==> src/rtl/mem_access_pkg.sv <==
// mem_access_pkg: size encodings, FSM states and alignment helpers shared by the memory access unit.
package mem_access_pkg;
    localparam logic [1:0] SZ_BYTE = 2'b00;
    localparam logic [1:0] SZ_HALF = 2'b01;
    localparam logic [1:0] SZ_WORD = 2'b10;

    typedef enum logic [1:0] {IDLE, ADDR, DATA, RESP} state_t;

    // Offset bits that must be zero for an access of this size; 2'b11 behaves as a word.
    function automatic logic [1:0] size_mask(input logic [1:0] size);
        return (size == SZ_WORD || size == 2'b11) ? 2'b11 : {1'b0, size == SZ_HALF};
    endfunction

    function automatic logic misaligned(input logic [1:0] size, input logic [1:0] off);
        return |(off & size_mask(size));
    endfunction
endpackage

==> src/rtl/mem_access_unit_lane.sv <==
// mem_lane_align: little-endian lane extract with sign/zero extension for loads, lane merge for stores.
module mem_lane_align
    import mem_access_pkg::*;
#(
    parameter int DATA_WIDTH = 32
) (
    input  logic [1:0]            size_i,
    input  logic [1:0]            off_i,
    input  logic                  uns_i,
    input  logic [DATA_WIDTH-1:0] rdata_i,
    input  logic [DATA_WIDTH-1:0] wdata_i,
    output logic [DATA_WIDTH-1:0] ld_data_o,
    output logic [DATA_WIDTH-1:0] st_data_o
);
    logic [4:0]            bsh;
    logic [4:0]            hsh;
    logic [7:0]            lb;
    logic [15:0]           lh;
    logic [DATA_WIDTH-1:0] lane_mask;
    logic [DATA_WIDTH-1:0] lane_data;
    logic                  sub_word;

    assign bsh = {off_i, 3'b000};
    assign hsh = {off_i[1], 4'b0000};
    assign lb  = rdata_i[bsh +: 8];
    assign lh  = rdata_i[hsh +: 16];
    assign sub_word = (size_i == SZ_BYTE) || (size_i == SZ_HALF);

    assign ld_data_o = (size_i == SZ_BYTE) ? {{(DATA_WIDTH-8){~uns_i & lb[7]}}, lb} :
                       (size_i == SZ_HALF) ? {{(DATA_WIDTH-16){~uns_i & lh[15]}}, lh} : rdata_i;

    assign lane_mask = (size_i == SZ_BYTE) ? DATA_WIDTH'(8'hFF) << bsh : DATA_WIDTH'(16'hFFFF) << hsh;
    assign lane_data = (size_i == SZ_BYTE) ? wdata_i << bsh : wdata_i << hsh;
    assign st_data_o = sub_word ? (rdata_i & ~lane_mask) | (lane_data & lane_mask) : wdata_i;
endmodule

==> src/rtl/mem_access_unit.sv <==
// mem_access_unit: load/store initiator doing read-modify-write sub-word stores on a word-only memory.
// MEM_ACCESS_MISALIGN_TRAP_EN: misaligned requests skip memory and respond with resp_err=1.
module mem_access_unit
    import mem_access_pkg::*;
#(
    parameter int DATA_WIDTH = 32,
    parameter int ADDR_WIDTH = 10
) (
    input  logic                  clk,
    input  logic                  rst,
    input  logic                  req_valid,
    output logic                  req_ready,
    input  logic                  req_we,
    input  logic [1:0]            req_size,
    input  logic                  req_uns,
    input  logic [31:0]           req_addr,
    input  logic [DATA_WIDTH-1:0] req_wdata,
    output logic                  resp_valid,
    input  logic                  resp_ready,
    output logic [DATA_WIDTH-1:0] resp_rdata,
    output logic                  resp_err,
    output logic [ADDR_WIDTH-1:0] mem_addr,
    output logic                  mem_wr_rd,
    output logic [DATA_WIDTH-1:0] mem_wdata,
    input  logic [DATA_WIDTH-1:0] mem_rdata
);
    state_t                state_q;
    logic                  we_q;
    logic                  uns_q;
    logic [1:0]            size_q;
    logic [1:0]            off_q;
    logic [DATA_WIDTH-1:0] wdata_q;
    logic [ADDR_WIDTH-1:0] addr_q;
    logic                  wr_rd_q;
    logic                  valid_q;
    logic                  err_q;
    logic [DATA_WIDTH-1:0] rdata_q;
    logic [DATA_WIDTH-1:0] ld_data;
    logic [DATA_WIDTH-1:0] st_data;
    logic [1:0]            req_off;
    logic                  req_mis;
    logic                  unused_addr;

    assign unused_addr = ^req_addr[31:ADDR_WIDTH+2];

`ifdef MEM_ACCESS_MISALIGN_TRAP_EN
    assign req_mis = misaligned(req_size, req_addr[1:0]);
    assign req_off = req_addr[1:0];
`else
    assign req_mis = 1'b0;
    assign req_off = req_addr[1:0] & ~size_mask(req_size);
`endif

    mem_lane_align #(.DATA_WIDTH(DATA_WIDTH)) u_align (
        .size_i   (size_q),
        .off_i    (off_q),
        .uns_i    (uns_q),
        .rdata_i  (mem_rdata),
        .wdata_i  (wdata_q),
        .ld_data_o(ld_data),
        .st_data_o(st_data)
    );

    always_ff @(posedge clk or posedge rst) begin
        if (rst) begin
            state_q <= IDLE;
            we_q    <= 1'b0;
            uns_q   <= 1'b0;
            size_q  <= SZ_BYTE;
            off_q   <= 2'b00;
            wdata_q <= '0;
            addr_q  <= '0;
            wr_rd_q <= 1'b1;
            valid_q <= 1'b0;
            err_q   <= 1'b0;
            rdata_q <= '0;
        end else begin
            case (state_q)
                IDLE: if (req_valid) begin
                    we_q    <= req_we;
                    uns_q   <= req_uns;
                    size_q  <= req_size;
                    off_q   <= req_off;
                    wdata_q <= req_wdata;
                    err_q   <= req_mis;
                    rdata_q <= '0;
                    if (req_mis) begin
                        valid_q <= 1'b1;
                        state_q <= RESP;
                    end else begin
                        addr_q  <= req_addr[ADDR_WIDTH+1:2];
                        state_q <= ADDR;
                    end
                end
                ADDR: begin
                    wr_rd_q <= ~we_q;
                    state_q <= DATA;
                end
                DATA: begin
                    wr_rd_q <= 1'b1;
                    rdata_q <= we_q ? '0 : ld_data;
                    valid_q <= 1'b1;
                    state_q <= RESP;
                end
                RESP: if (resp_ready) begin
                    valid_q <= 1'b0;
                    state_q <= IDLE;
                end
                default: state_q <= IDLE;
            endcase
        end
    end

    // Write data is only meaningful while the write strobe is low, which is DATA of a store.
    assign mem_wdata  = wr_rd_q ? '0 : st_data;
    assign mem_addr   = addr_q;
    assign mem_wr_rd  = wr_rd_q;
    assign req_ready  = (state_q == IDLE) & ~rst;
    assign resp_valid = valid_q;
    assign resp_rdata = rdata_q;
    assign resp_err   = err_q;
endmodule

==> config.mk <==
export PLATFORM = sky130hd
export DESIGN_NAME = mem_access_unit
export DESIGN_NICKNAME = d
export VERILOG_FILES = /design/src/rtl/mem_access_pkg.sv /design/src/rtl/mem_access_unit_lane.sv /design/src/rtl/mem_access_unit.sv
export SDC_FILE = /design/constraint.sdc
export NUM_CORES = 1
export LEC_CHECK = 0
export ABC_CLOCK_PERIOD_IN_PS = 6000
export BUFFER_PORTS_ARGS = -buffer_cell sky130_fd_sc_hd__buf_2
export CORE_MARGIN = 3
export CORE_UTILIZATION = 35
export DETAILED_ROUTE_END_ITERATION = 8
export HOLD_SLACK_MARGIN = 0.02
export SLEW_MARGIN = 20
export SYNTH_ARGS = -nofsm -noshare
export SYNTH_HDL_FRONTEND = slang
export SYNTH_SLANG_ARGS = --single-unit
==> constraint.sdc <==
create_clock -name clk -period 6 [get_ports clk]
set_input_delay 0.9 -clock clk [delete_from_list [all_inputs] [get_ports clk]]
set_output_delay 0.9 -clock clk [all_outputs]
set_load 0.05 [all_outputs]
* After elaboration in Yosys (flattened, before gate mapping) *
Index checks and enable logic that the tools add are counted.
Widths: inputs -> output; s select.

word-level totals
  output and inout bits = 78
  logic and storage cells = 64
  input port bits = 104
  bits in registers = 84

operators by class
  eq/ne operators = 9
  bitwise operators = 12
  multiplexer cells = 16
  reduce and logical (&&, ||, !) cells = 11
  shift-type cells = 6

operators by type and width
  operator               number
  $mux 32                8
  $and 32x32->32         2
  $pmux 32 s2            1
  $shl 32x5->32          2
  $not 32->32            1
  $or 32x32->32          1
  $shiftx 32x6->16       1
  $shiftx 32x6->8        1
  $shl 16x5->32 const A  1
  $shl 8x5->32 const A   1
  $eq 2x2->1 const B     4
  $pmux 2 s4             1
  $reduce_and 2->1       4
  $eq 2x1->1 const B     3
  $mux 2                 3
  $reduce_bool 2->1      3
  $logic_not 2->1        2
  $ne 2x2->1 const B     2
  $pmux 1 s2             2
  $and 1x1->1            3
  $not 1->1              3
  $and 2x2->2            1
  $logic_or 1x1->1       2
  $not 2->2              1
  $mux 1                 1

* Logic depth before layout (Yosys ltp) *
  depth in word-level cells = 7
  mapped depth = 8
  gate-level depth less buffers = 6

* Cells and area by module *
From an unflattened synthesis, not the netlist that was laid out.

second synthesis, totals
  cells, all modules = 444
  area, all modules = 4,992.3 µm²

by module, submodules not included
  module           area an instance (µm²)  sequential area each (µm²)  times used  cells each
  mem_access_unit  3,378.2                 2,103.3                     1           236
  mem_lane_align   1,614.0                 0.0                         1           208

* Least setup slack after synthesis *
OpenSTA, ideal clock, no wires.

  kind = reg-to-output
  from = register size_q[1]
  to = output mem_wdata[16]
  required time = 5,100 ps
  arrival time = 2,511 ps
  setup slack = 2,589 ps
  stages on the path, launching flop included = 7
  path buffers = 2
  path through = dfrtp_1 > buf_2 > or2_2 > buf_6 > o21ai_4 > nand2_1 > a311oi_1

between the ends
  word-level cells in the longest chain between the ends = 7
  elaborated cells between the ends (all ways) = 11
  classes of those cells = 1 x eq/ne; 4 x mux; 4 x bitwise; 2 x reduce/logical

RTL lines
  what                      line                                                                                RTL
  start: declaration        mem_access_unit.sv:30                                                               logic [1:0] size_q;
  start signal: assignment  mem_access_unit.sv:82                                                               size_q <= req_size;
  $logic_not 2->1           mem_access_unit_lane.sv:27, mem_access_unit_lane.sv:32, mem_access_unit_lane.sv:33
  $mux 32                   mem_access_unit_lane.sv:32                                                          assign lane_mask = (size_i == SZ_BYTE) ? DATA_WIDTH'(8'hFF) << bsh : DATA_WIDTH'(16'hFFFF) << hsh;
  $not 32->32               mem_access_unit_lane.sv:34                                                          assign st_data_o = sub_word ? (rdata_i & ~lane_mask) | (lane_data & lane_mask) : wdata_i;
  $and 32x32->32            mem_access_unit_lane.sv:34
  $or 32x32->32             mem_access_unit_lane.sv:34
  $mux 32 (*)               mem_access_unit_lane.sv:34
  $mux 32 (*)               mem_access_unit.sv:115                                                              assign mem_wdata = wr_rd_q ? '0 : st_data;
  end: declaration          mem_access_unit.sv:24                                                               output logic [DATA_WIDTH-1:0] mem_wdata,

Mark *: on every way between the ends. The rest lies on a longest branch, timed or not.

* Worst setup path after layout *
  from = register size_q[0]
  to = output mem_wdata[13]

The elaborated chain is that of the path after synthesis.

==> results.md <==
Pwr:
- The analysis attributes to net switching a power of 1930 uW.
- VDD sags by at most 0.000342 V.
- In this run the power density over the cells is 632 mW/mm^2.
- Per report_power, the combinational group accounts for 57.1% of the total.
- In this run, flip-flops and latches consume 28.4% of the power.
- Net switching is 51.6% of the power.
- The leakage power is 0.00281 uW.
- Per report_power, the clock group accounts for 14.6% of the total.
- Cell internal power was estimated by the tool at 1810 uW.

Critical path:
- The required time reported for the critical path endpoint is 5.10 ns.
- At the worst endpoint, the arrival time is 2.85 ns.
- The critical path class is flip-flop to output port.
- Along the worst path, the maximum fanout reaches 28.
- The kind of start point of the critical path is a flip-flop.
- The element type at the critical path end is an output port.

STA:
- The hold violation total from the final report is 0.
- The worst pin sits at a relative slew slack of 42.9%.
- The actual transition at the worst max-transition pin is 0.857 ns.
- The final setup violation count is 0.
- Setup repair after global routing left no endpoint under its margin.
- The final number of max-transition violations was 0.
- The maximum clock frequency is 267 MHz.
- For the finished layout, the period the worst path requires is 3.75 ns.
- The ratio of final minimum period to clock period is 62.5%.
- The setup TNS after final layout is 0 ns.
- On the final layout, the worst clock skew is 0.00529 ns.
- In the post-route analysis, the smallest setup slack over all paths is 2.25 ns.

Global route:
- The via count of the first global-routing pass is 4236.
- The maximum number of pins on one net before global-route repair is 85.
- The first global-routing pass estimated 23.5 mm of wire.
- For this run the aggregate overflow at the end of global routing stands at 0.
- The number of antenna violations at the first check in global routing is 1.
- Across every metal layer, demand over resource in global routing totals 20.6%.

Floorplanning:
- The total number of placement rows is 41.
- The core box area is 0.0129 mm^2.
- From left edge to right edge, the die measures 122 um.
- The floorplan die area is 0.0150 mm^2.
- The count of boundary I/O pins is 182.
- The initial utilization of the core area, before any placement, comes to 36.7%.
- The die outline height is 122 um.

Placement:
- The wire-length estimate of the detail-placed layout is 11.4 mm.
- Input and output buffers added on the ports amount to 160.
- The final weighted congestion in routability-driven placement is 0.879.
- Prior to clock tree synthesis, the placed netlist has a worst setup slack of 2.07 ns.

CTS:
- The post-cts resize count is 0.
- The tree built by TritonCTS fans out to 84 sinks.
- The number of clock buffers added by TritonCTS is 9.
- The root buffer cell chosen for the clock tree is sky130_fd_sc_hd__clkbuf_16.
- In this run the deepest clock path goes through 2 buffers.
- The post-CTS setup repair buffer count is 0.
- The H-tree was split into 3 levels.
- The post-CTS clock slew at the launch and capture registers of the worst setup and hold paths is 0.06 ns.
- The clock network latency to the later pin of the worst-skew pair is 0.35 ns.
- TritonCTS built the clock tree.
- The number of hold buffers added after CTS was 0.

Status:
- The run finished with clean final reports.

Yosys:
- Counting distinct cell types in the post-synthesis netlist gives 45.
- The flip-flop and latch count after synthesis is 84.
- The largest area contributor in the netlist is sky130_fd_sc_hd__dfrtp_1.
- The cell count after synthesis is 469.
- After synthesis, the cell types taking the most area are sky130_fd_sc_hd__dfrtp_1 (44%), sky130_fd_sc_hd__mux2_2 (12%), sky130_fd_sc_hd__a22o_1 (5.7%), sky130_fd_sc_hd__nand2_1 (3.5%), sky130_fd_sc_hd__mux2i_1 (3.2%).
- A synthesized cell averages 10.1 um^2.
- Summed over its instances, the top area cell type makes up 43.7% of the synthesized netlist area.
- The warning count from the yosys run is 0.
- Counting every net in the synthesized netlist gives 577.
- The post-synth design cell area is 0.00475 mm^2.
- The sequential share of the synthesized area is 44.3%.

Detailed routing:
- After detailed routing, the number of remaining DRC violations is 0.
- The detail route stage leaves a number of antenna-violating nets equal to 0.
- The wire length reported by the detailed router is 15.3 mm.
- For this block, the initial DRC count from the detailed router was 299.
- The first detailed-routing pass ran for 5 iterations.
- The detail-routed net length per standard cell is 19.5 um.
- Dividing the detail-routed via count by the number of cells gives 5.47.
- For this block, the via count after detailed routing is 4292.

Cells and area:
- The fraction of layout instances using a drive strength above 1 is 40.3%.
- The number of diodes added for antenna fixing is 0.
- The area growth from synthesis to layout is 24.8%.
- The final layout contains 716 nets.

Min path:
- The path class of the tightest hold or removal check is flip-flop to flip-flop.

Flow run:
- The max-capacitance violation count is 0.
[area by class of cell]
| type | count | area, um^2 |
|---|---|---|
| clock buffers | 9 | 225 |
| clock inverters | 7 | 67.6 |
| fillers | 1272 | 7000 |
| inverters | 17 | 65.1 |
| multi-input cells | 330 | 2400 |
| flip-flops and latches | 84 | 2100 |
| well taps | 172 | 215 |
| repair buffers | 166 | 850 |
[through the flow]
stage               hold slack (ns)  instances  area, um^2  utilization (%)  power, uW
floorplan                     0.479        469        4750                -       2770
global placement              0.468        769        5630             43.6       3150
detailed placement            0.481        769        5630             43.6       3200
CTS                           0.495        785        5920             45.8       3760
global route                  0.511        785        5930             45.9       3980
finish                        0.490        785        5930             45.9       3740
[per-layer routing]
metal  track usage (%)  wire length (um)
met1              28.7              6940
met2              31.0              6850
met3              5.76              1300
met4              6.51               240
met5                 0                13
[worst max-delay path: stages (launching register included)]
cell and delay [ns]:
sky130_fd_sc_hd__dfrtp_1 0.90, sky130_fd_sc_hd__inv_1 0.37, sky130_fd_sc_hd__a21oi_2 0.45, sky130_fd_sc_hd__o221ai_1 0.21
sky130_fd_sc_hd__a21oi_1 0.26, sky130_fd_sc_hd__buf_2 0.31
[cell families (layout without fill, tap and decap cells)]
group	Yosys count	in the layout	share of synthesized area (%)
AOI/OAI and AO/OA	144	144	22.4
adders and majority gates	4	4	1.05
buffers and inverters	55	199	5.27
DFF	84	84	44.3
muxes	65	65	15.3
other	1	1	0.0790
and+or+nand+nor	116	116	11.6
[registers in the layout, summed over array words and instances, names as in the netlist]
register,flops
mem_addr,10
mem_wr_rd,1
off_q,2
resp_rdata,32
resp_valid,1
size_q,2
state_q,2
uns_q,1
wdata_q,32
we_q,1
[synth_stat cells, drive strengths merged]
library cell / n
nor3: 1
a22o: 31
and2: 6
a31oi: 3
o21ai: 23
o31ai: 1
o32ai: 6
clkinv: 1
buf: 20
a21oi: 30
o21a: 1
clkbuf: 18
a311oi: 8
inv: 16
dfrtp: 83
or2: 1
mux2: 49
mux4: 1
nor2b: 11
o221ai: 16
conb: 1
or3: 1
o22a: 2
a2111oi: 6
nand2: 44
mux2i: 15
nor2: 28
dfstp: 1
a2bb2oi: 1
nand3: 4
nand2b: 19
a221o: 1
o22ai: 9
a211oi: 6
or3b: 1
ha: 4
[cell usage in the layout (no fill, tap or decap), drive strengths merged, types with 4 or more instances in the layout]
cell type	instances
buf	166
nor2b	11
o21ai	23
dfrtp	83
nor2	28
clkinv	5
nand3	4
mux2i	15
and2	6
a21oi	30
o32ai	6
mux2	49
o22ai	9
a2111oi	6
o221ai	16
ha	4
inv	15
nand2	44
a311oi	8
a22o	31
a211oi	6
nand2b	19
clkbuf	9
[power groups by stage]
stage | registers, uW | clock network [uW] | logic [uW]
after global placement | 1050 | 0 | 2100
after global routing | 1100 | 592 | 2290
final | 1060 | 546 | 2140
after detailed placement | 1070 | 0 | 2130
after CTS | 1060 | 560 | 2140
after floorplan | 1330 | 0 | 1430
[path summary, 6_finish.rpt]
kind | to | startpoint | slack, ns | cells after the start
worst max-delay path | mem_wdata[13] | size_q[0] | 2.25 | 5
worst min-delay path | resp_rdata[7] | resp_rdata[7] | 0.49 | 2
worst max register to register | resp_rdata[4] | state_q[0] | 3.65 | 6
worst min register to register | resp_rdata[7] | resp_rdata[7] | 0.49 | 2
max in group asynchronous | resp_rdata[26] | rst | 4.68 | 3
min in group asynchronous | resp_valid | rst | 0.74 | 3
No activity file was read; power rests on OpenSTA's default activity.
